### src/rtl/fht_pkg.sv
// Shared types and size helpers for the FHT stage controller.
package fht_pkg;

    typedef enum logic [1:0] {
        ST_IDLE  = 2'd0,
        ST_RUN   = 2'd1,
        ST_DRAIN = 2'd2,
        ST_FIN   = 2'd3
    } fht_state_e;

    localparam int DEF_LOG_N   = 8;
    localparam int DEF_BUT_LAT = 2;

    // Transform length N = 2**log_n.
    function automatic int fht_n(input int log_n);
        return 1 << log_n;
    endfunction

    // Width of a data-memory address (0..N-1).
    function automatic int fht_addr_w(input int log_n);
        return log_n;
    endfunction

    // Width of a twiddle ROM index (0..N/2-1).
    function automatic int fht_tw_w(input int log_n);
        return log_n - 1;
    endfunction

    // Width of a counter that must hold 0..lat.
    function automatic int fht_cnt_w(input int lat);
        return (lat < 1) ? 1 : $clog2(lat + 1);
    endfunction

endpackage

### src/rtl/fht_wr_delay.sv
// Fixed-depth shift register that carries the write strobe and the two
// destination addresses alongside the butterfly pipeline.
module fht_wr_delay #(
    parameter int DEPTH = 2,
    parameter int W     = 1
) (
    input  logic         clk_i,
    input  logic         rst_i,
    input  logic [W-1:0] d_i,
    output logic [W-1:0] q_o
);

    logic [W-1:0] sr_q [DEPTH];

    // Shift one tap per cycle; reset flushes the line so no stale write escapes.
    always_ff @(posedge clk_i) begin
        if (rst_i) begin
            for (int i = 0; i < DEPTH; i++) begin
                sr_q[i] <= '0;
            end
        end else begin
            sr_q[0] <= d_i;
            for (int i = 1; i < DEPTH; i++) begin
                sr_q[i] <= sr_q[i-1];
            end
        end
    end

    assign q_o = sr_q[DEPTH-1];

endmodule

### src/rtl/fht_stage_ctrl.sv
// Address and control sequencer for an in-place radix-2 FHT.
// One butterfly is issued per RUN cycle; after each stage the controller
// waits BUT_LAT cycles (DRAIN) so the last results land before the banks
// swap and the next stage starts reading them.
// Handshake: iSTART is a level sampled only in IDLE; there is no ready
// signal, the request is taken on the first IDLE edge it is seen high and
// oBUSY rises on the following cycle.
module fht_stage_ctrl
    import fht_pkg::*;
#(
    parameter int LOG_N   = DEF_LOG_N,
    parameter int BUT_LAT = DEF_BUT_LAT
) (
    input  logic                       iCLK,
    input  logic                       iRESET,
    input  logic                       iSTART,
    output logic                       oBUSY,
    output logic                       oDONE,
    output logic                       oRD_VAL,
    output logic [LOG_N-1:0]           oRD_ADDR_0,
    output logic [LOG_N-1:0]           oRD_ADDR_1,
    output logic [LOG_N-1:0]           oRD_ADDR_2,
    output logic [LOG_N-2:0]           oW_ADDR,
    output logic                       oWR_EN,
    output logic [LOG_N-1:0]           oWR_ADDR_0,
    output logic [LOG_N-1:0]           oWR_ADDR_1,
    output logic                       oBANK,
    output logic [$clog2(LOG_N)-1:0]   oSTAGE,
    output logic [1:0]                 oSTATE
);

    localparam int AW = fht_addr_w(LOG_N);
    localparam int KW = fht_tw_w(LOG_N);
    localparam int SW = $clog2(LOG_N);
    localparam int DW = fht_cnt_w(BUT_LAT);
    localparam int PW = 1 + 2 * AW;

    localparam logic [AW-1:0] ONE_A     = AW'(1);
    localparam logic [SW-1:0] KW_S      = SW'(KW);
    localparam logic [SW-1:0] LAST_S    = SW'(LOG_N - 1);
    localparam logic [DW-1:0] LAST_D    = DW'(BUT_LAT - 1);

    fht_state_e        state_q, state_d;
    logic [SW-1:0]     s_q, s_d;
    logic [AW-1:0]     b_q, b_d;
    logic [KW-1:0]     n_q, n_d;
    logic [DW-1:0]     d_q, d_d;
    logic              bank_q, bank_d;

    logic [AW-1:0]     half;
    logic [AW-1:0]     mask;
    logic [AW-1:0]     n_ext;
    logic [AW-1:0]     blk_span;
    logic              last_n;
    logic              last_b;
    logic              last_issue;
    logic [SW-1:0]     k_shift;
    logic              rd_val;
    logic [AW-1:0]     addr0, addr1, addr2;
    logic [KW-1:0]     k_idx;
    logic [PW-1:0]     wr_in, wr_out;

    // Per-stage geometry and the butterfly addresses for the current issue.
    always_comb begin
        half       = ONE_A << s_q;
        mask       = half - ONE_A;
        blk_span   = half | mask;
        n_ext      = {1'b0, n_q};
        last_n     = (n_ext == mask);
        // b is a multiple of 2*half, so the last block has every bit above s set.
        last_b     = ((b_q | blk_span) == {AW{1'b1}});
        last_issue = last_n && last_b;
        k_shift    = KW_S - s_q;
        rd_val     = (state_q == ST_RUN);
        addr0      = '0;
        addr1      = '0;
        addr2      = '0;
        k_idx      = '0;
        if (rd_val) begin
            addr0 = b_q + n_ext;
            addr1 = b_q + half + n_ext;
            addr2 = b_q + half + ((half - n_ext) & mask);
            k_idx = n_q << k_shift;
        end
    end

    // State and loop-counter register.
    always_ff @(posedge iCLK) begin
        if (iRESET) begin
            state_q <= ST_IDLE;
            s_q     <= '0;
            b_q     <= '0;
            n_q     <= '0;
            d_q     <= '0;
            bank_q  <= 1'b0;
        end else begin
            state_q <= state_d;
            s_q     <= s_d;
            b_q     <= b_d;
            n_q     <= n_d;
            d_q     <= d_d;
            bank_q  <= bank_d;
        end
    end

    // Next state: walk n inside a block, blocks inside a stage, then drain and swap banks.
    always_comb begin
        state_d = state_q;
        s_d     = s_q;
        b_d     = b_q;
        n_d     = n_q;
        d_d     = d_q;
        bank_d  = bank_q;
        case (state_q)
            ST_IDLE: begin
                if (iSTART) begin
                    state_d = ST_RUN;
                    s_d     = '0;
                    b_d     = '0;
                    n_d     = '0;
                    d_d     = '0;
                end
            end
            ST_RUN: begin
                if (last_n) begin
                    n_d = '0;
                    b_d = b_q + (half << 1);
                end else begin
                    n_d = n_q + KW'(1);
                end
                if (last_issue) begin
                    state_d = ST_DRAIN;
                    d_d     = '0;
                end
            end
            ST_DRAIN: begin
                if (d_q == LAST_D) begin
                    bank_d = ~bank_q;
                    n_d    = '0;
                    b_d    = '0;
                    d_d    = '0;
                    if (s_q == LAST_S) begin
                        state_d = ST_FIN;
                    end else begin
                        state_d = ST_RUN;
                        s_d     = s_q + SW'(1);
                    end
                end else begin
                    d_d = d_q + DW'(1);
                end
            end
            ST_FIN: begin
                state_d = ST_IDLE;
            end
            default: begin
                state_d = ST_IDLE;
            end
        endcase
    end

    assign wr_in = {rd_val, addr0, addr1};

    fht_wr_delay #(
        .DEPTH (BUT_LAT),
        .W     (PW)
    ) u_wr_delay (
        .clk_i (iCLK),
        .rst_i (iRESET),
        .d_i   (wr_in),
        .q_o   (wr_out)
    );

    assign oBUSY      = (state_q == ST_RUN) || (state_q == ST_DRAIN);
    assign oDONE      = (state_q == ST_FIN);
    assign oRD_VAL    = rd_val;
    assign oRD_ADDR_0 = addr0;
    assign oRD_ADDR_1 = addr1;
    assign oRD_ADDR_2 = addr2;
    assign oW_ADDR    = k_idx;
    assign oWR_EN     = wr_out[PW-1];
    assign oWR_ADDR_0 = wr_out[2*AW-1:AW];
    assign oWR_ADDR_1 = wr_out[AW-1:0];
    assign oBANK      = bank_q;
    assign oSTAGE     = s_q;
    assign oSTATE     = state_q;

endmodule

### config.mk
export PLATFORM = sky130hd
export DESIGN_NAME = fht_stage_ctrl
export DESIGN_NICKNAME = d
export VERILOG_FILES = /design/src/rtl/fht_pkg.sv /design/src/rtl/fht_wr_delay.sv /design/src/rtl/fht_stage_ctrl.sv
export SDC_FILE = /design/constraint.sdc
export NUM_CORES = 1
export LEC_CHECK = 0
export ABC_AREA = 1
export BUFFER_PORTS_ARGS = -buffer_cell sky130_fd_sc_hd__buf_4
export CORE_UTILIZATION = 30
export CTS_CLUSTER_DIAMETER = 120
export CTS_CLUSTER_SIZE = 24
export DETAILED_ROUTE_END_ITERATION = 10
export PLACE_DENSITY = 0.51
export REMOVE_ABC_BUFFERS = 1
export SLEW_MARGIN = 20
export SYNTH_ARGS = -nofsm -noshare
export SYNTH_HDL_FRONTEND = slang
export SYNTH_SLANG_ARGS = --single-unit
### constraint.sdc
create_clock -name iCLK -period 6 [get_ports iCLK]
set_clock_uncertainty 0.15 [all_clocks]
set_input_delay 0.3 -clock iCLK [delete_from_list [all_inputs] [get_ports iCLK]]
set_output_delay 0.3 -clock iCLK [all_outputs]
set_load 0.02 [all_outputs]
=== Word-level counts from Yosys, hierarchy flattened ===
Memories as Yosys holds them, arrays and structs flattened.
Cells that the tools add are included.

* Add/sub/neg operators: 11
* Multiply operators: 0
* Divide/modulo/power cells: 0
* $lt $le $gt $ge: 0
* Equal/unequal tests: 12
* Shifts and indexed selects: 2
* Muxes and demuxes: 30
* Bitwise gates (word level): 6
* Reduce and logical (&&, ||, !) cells: 11

{| class="wikitable"
|+ Operator list
! operator !! count
|-
| 8-bit 2-to-1 mux || 6
|-
| 17-bit 2-to-1 mux || 2
|-
| 7-bit 2-to-1 mux || 4
|-
| 8-bit adder || 3
|-
| 8-bit one-hot mux with 3 select lines || 1
|-
| 7-bit one-hot mux with 3 select lines || 1
|-
| 8-bit by 7-bit adder with 8-bit output || 2
|-
| 8-bit OR || 2
|-
| 2-bit 2-to-1 mux || 7
|-
| 3-bit 2-to-1 mux || 3
|-
| 3-bit AND reduction || 3
|-
| 8-bit AND || 1
|-
| 7-bit by 8-bit == test with 1-bit output || 1
|-
| 8-bit == test, second input constant || 1
|-
| 2-bit one-hot mux with 4 select lines || 1
|-
| 4-bit AND reduction || 2
|-
| 1-bit by 3-bit left shift with 8-bit output, first input constant || 1
|-
| 8-bit by 1-bit subtractor with 8-bit output, second input constant || 1
|-
| 8-bit by 7-bit subtractor with 8-bit output || 1
|-
| 7-bit by 1-bit adder with 7-bit output, second input constant || 1
|-
| 7-bit by 3-bit left shift with 7-bit output || 1
|-
| 2-bit != test, second input constant || 3
|-
| 2-bit one-hot mux with 3 select lines || 1
|-
| 3-bit one-hot mux with 2 select lines || 1
|-
| other kinds (16) || 22
|}

* Bits in registers: 23
* Latch bits: 0
* Bits in writable memories: 34
* Bits in read-only memories: 0
* Input bits: 3
* Output and inout port bits: 57
* Word-level logic and storage cells: 79
* Memories: 1

{| class="wikitable"
|+ Memory list
! name !! depth !! bits a word !! rd ports !! clocked after Yosys merged registers in !! wr ports !! line !! RTL
|-
| u_wr_delay.sr_q || 2 || 17 || 2 || 0 || 2 || fht_wr_delay.sv:13 || <nowiki>logic [W-1:0] sr_q [DEPTH];</nowiki>
|}

=== Logic depth before layout (Yosys ltp) ===
* Depth after elaboration: 8
* Gate-level depth with buffers: 25
* Gate-level depth less buffers: 25

=== Hierarchy ===
From an unflattened synthesis, not the netlist that was laid out.

* Cell total of the unflattened synthesis: 649
* Area, all modules: 4370.4 um^2

{| class="wikitable"
|+ Modules (own cells, without submodules)
! module !! instances !! cells each !! area an instance (um^2) !! sequential area each (um^2)
|-
| fht_stage_ctrl || 1 || 526 || 3256.9 || 440.4
|-
| fht_wr_delay || 1 || 123 || 1113.6 || 680.7
|}

=== Worst setup path before layout ===
Ideal clock, no wire load.

* Path kind: register -> output
* Start: reg s_q[1], in the netlist oSTAGE[1]
* End: out oRD_ADDR_2[7]
* Arrival: 3.449 ns
* Data required time: 5.550 ns
* Path slack: 2.101 ns
* Cell stages (with the launch flop): 26
* Buffers on the path: 0
* Path through: dfxtp_1 -> clkinv_1 -> ha_1 -> inv_1 -> nor2_1 -> inv_1 -> ha_1 -> inv_1 -> ha_1 -> inv_1 -> nand2_1 -> inv_1 -> o21ai_0 -> nand2_1 -> nand2_1 -> nand2_1 -> nand2_1 -> o21ai_0 -> a21oi_1 -> ha_1 -> nand2_1 -> o21ai_0 -> a21oi_1 -> nand3_1 -> nand2_1 -> nor2_1

* Cells in the longest elaborated chain, start to end: 5
* Elaborated cells between the ends (all ways): 7
* Classes of those cells: add/sub: 4; shift: 1; mux: 1; bitwise: 1

{| class="wikitable"
|+ RTL lines
! what !! line !! RTL
|-
| from (decl) || fht_stage_ctrl.sv:44 || <nowiki>logic [SW-1:0] s_q, s_d;</nowiki>
|-
| from (signal assigned) || fht_stage_ctrl.sv:91 || <nowiki>s_q <= '0;</nowiki>
|-
| from (signal assigned) || fht_stage_ctrl.sv:98 || <nowiki>s_q <= s_d;</nowiki>
|-
| 1-bit by 3-bit left shift with 8-bit output (*) || fht_stage_ctrl.sv:65 || <nowiki>half = ONE_A << s_q;</nowiki>
|-
| 8-bit by 7-bit subtractor with 8-bit output / 8-bit by 1-bit subtractor with 8-bit output (equally long branches) || fht_stage_ctrl.sv:82, fht_stage_ctrl.sv:66 ||
|-
| 8-bit AND || fht_stage_ctrl.sv:82 || <nowiki>addr2 = b_q + half + ((half - n_ext) & mask);</nowiki>
|-
| 8-bit adder (*) || fht_stage_ctrl.sv:82 ||
|-
| 8-bit 2-to-1 mux (*) || fht_stage_ctrl.sv:79 || <nowiki>if (rd_val) begin</nowiki>
|-
| to (decl) || fht_stage_ctrl.sv:22 || <nowiki>output logic [LOG_N-1:0] oRD_ADDR_2,</nowiki>
|}

Every way passes the cells marked *; elsewhere a longest branch is shown, timed or not.

=== Worst setup path after layout ===
* Start: reg s_q[0], in the netlist oSTAGE[0]
* End: out oRD_ADDR_2[7]

Same word-level chain as after synthesis.

==> metrics.md <==
| Metric | Value |
|---|---|
| Status | completed |
| Fill count | 1545 |
| Mapped Cells | 650 |
| Die width | 123.0 um |
| Reg clk slew, reported paths | 80 ps |
| Layout cells sized above 1 | 12.50% |
| Max VDD drop | 0.0002787 V |
| Detail Route Antenna Nets | 0 |
| Setup TNS | 0 ps |
| Core box area | 14100 um2 |
| Cell area power density | 283.2 nW/um2 |
| Clock Path Buffers | 2 |
| Rel. slew slack | 32.85% |
| Most area-hungry cell type in the Yosys netlist | dfxtp_1 |
| Share of the synthesized area in the top cell type | 25.54% |
| DR DRC count | 0 |
| Hold Vio Cnt, Final | 0 |
| Crit. End Element | output pin |
| ANT cells | 0 |
| Via density | 4.728 |
| Placed wire-length estimate | 9.699 mm |
| Worst Path Buf+Inv | 7 |
| Unrepaired setup endpoints after global routing | no |
| Die H | 123.0 um |
| Fmax | 215.6 MHz |
| Fin nets | 741 |
| Worst EP required | 5550 ps |
| Routed vias | 4104 |
| Post-CTS Setup Inserts | 0 |
| PortBufs | 59 |
| Area Growth Syn to Fin | 14.79% |
| Sequential area share after synthesis | 25.54% |
| Overall power | 1.427 mW |
| Setup violators final | 0 |
| Slowest CP cell | dfxtp_1 |
| Max-Cap Viols | 0 |
| Crit Path Class | flop to output pin |
| Cts hold-fix bufs | 0 |
| Maximum fanout along the worst path | 17 |
| Seq cells post-synth | 56 |
| Number of I/O pins | 60 |
| GP Congestion | 0.9026 |
| Die area | 15120 um2 |
| Top Family by Delay on Critical Path | compound AO/OA/AOI/OAI gates |
| Syn avg cell area | 6.753 um2 |
| DR WL/cell | 14.16 um |
| Unique cell type count in the Yosys netlist | 45 |
| CTS buffer count | 5 |
| Total track usage | 17.36% |
| Antenna violations before repair | 0 |
| Slew @ Worst Pin | 1006 ps |
| Top cells by area, synth | dfxtp_1 26%, ha_1 14%, nand2_1 11% |
| Max stage delay on crit path | 470 ps |
| Mapped Area | 4389 um2 |
| Critical path arrival | 4190 ps |
| Yosys warns | 0 |
| Tcrit/Tclk final | 77.29% |
| Vias in the first global route | 3928 |
| Pin count of the biggest net entering global routing | 39 |
| Min-delay worst type | flop to flop |
| Gr ovfl total | 0 |
| Initial drt markers | 247 |
| TritonCTS clock tree | done |
| Row Count | 43 |
| H-tree depth | 2 |
| Later-pin clock latency in the skew report | 310 ps |
| Post-synth EDFFs | 0 |
| First-pass DRT Iterations | 6 |
| Initial core utilization | 31.14% |
| Post_cts resized | 0 |
| Pleak | 2.567 nW |
| CTS sink count | 56 |
| CP Launch Type | flop |
| Max Slew Vio Count | 0 |
| Final Critical Period | 4638 ps |
| WL final | 12.29 mm |
| Root buffer cell | clkbuf_16 |
| Dominant synthesized flop cell | dfxtp_1 |
| First-pass GRT wire length | 19.93 mm |
| Post-synth ARST share | 0% |
-- cells in the mapped netlist (all sizes together) (7+ instances only) --
cell type    n
a21oi       33
buf         21
clkbuf       8
dfxtp       56
ha          49
inv        110
nand2      137
nand3       28
nand4        7
nor2        81
nor3        22
nor4        13
o21ai       30
xnor2        7
xor2        18
-- kinds of logic after synthesis --
| family | synth area share [%] |
|---|---|
| AO/OA/AOI/OAI | 10.52 |
| buffers and inverters | 14.17 |
| AND/OR/NAND/NOR | 29.82 |
| XOR/XNOR | 4.989 |
| adder cells (fa/ha/maj) | 14.88 |
| flip-flops | 25.54 |
| other | 0.08544 |
-- final timing paths --
path	startpoint	endpoint	slack, ps	cells past startpoint
hold / removal	u_wr_delay.sr_q[0][7]	u_wr_delay.sr_q[0][24]	250	2
setup reg to reg	oSTAGE[1]	b_q[5]	2200	14
hold reg to reg	u_wr_delay.sr_q[0][7]	u_wr_delay.sr_q[0][24]	250	2
setup / recovery	oSTAGE[0]	oRD_ADDR_2[7]	1360	26
-- worst register-to-register path, stage by stage, from the launching register on --
cell and delay, ps:
dfxtp_1 500, clkinv_1 320, ha_1 330, nand2_4 150, clkinv_2 140, nor4_1 370
nand3_1 150, ha_1 360, nand3b_1 190, nor4_1 340, nand3_2 140, nand2_4 150
nand2_4 70, nand2_2 220, o22ai_1 110
-- metrics by stage --
step | cells | setup slack (ps) | area [um2] | util (%) | hold slack, ps
final | 868 | 1362 | 5039 | 35.74 | 250.5
after global routing | 868 | 853.5 | 5039 | 35.74 | 269.5
after CTS | 868 | 1389 | 5039 | 35.74 | 251.7
after detailed placement | 860 | 1737 | 4867 | 34.53 | 242.3
after global placement | 860 | 1871 | 4867 | 34.53 | 238.9
after floorplan | 621 | 2036 | 4199 | - | 219.1
-- per-layer routing --
metal | up-vias | track usage, % | wire, um
met5 | - | 0 | 0
met4 | 0 | 6.021 | 310
met3 | 19 | 3.183 | 478
met2 | 90 | 28.62 | 5628
met1 | 1866 | 22.61 | 5870
li1 | 2129 | - | -
-- registers in the layout, indices dropped and copies added (netlist names) --
| register | count |
|---|---|
| u_wr_delay.sr_q | 34 |
| oSTATE | 2 |
| b_q | 7 |
| oSTAGE | 3 |
| oBANK | 1 |
| d_q | 2 |
| n_q | 7 |
-- layout by cell type, fill, tap and decap left out, types with 13 or more instances in the layout --
cell type,netlist,final
a21oi_1,32,32
buf_4,17,59
dfxtp_1,56,56
ha_1,49,49
inv_1,108,108
nand2_1,126,126
nand3_1,26,26
nor2_1,80,80
nor3_1,22,22
nor4_1,13,13
o21ai_0,28,28
xor2_1,18,18
-- where the power goes --
group          total (mW)  internal (mW)  leakage [nW]  switching [mW]
Sequential          0.448          0.402         0.452          0.0459
Combinational       0.635          0.210          2.03           0.426
Clock               0.343          0.199        0.0857           0.144
-- final cells by class --
class	instances	area, um2	area share [%]
Clock buffer	5	125.1	2.483
Clock inverter	3	46.29	0.9188
Sequential cell	56	1121	22.25
Inverter	112	431.7	8.567
Timing Repair Buffer	59	442.9	8.791
Tap cell	180	225.2	4.470
Multi-Input combinational cell	453	2646	52.52
Note: power is estimated with default switching activity, not from simulation.
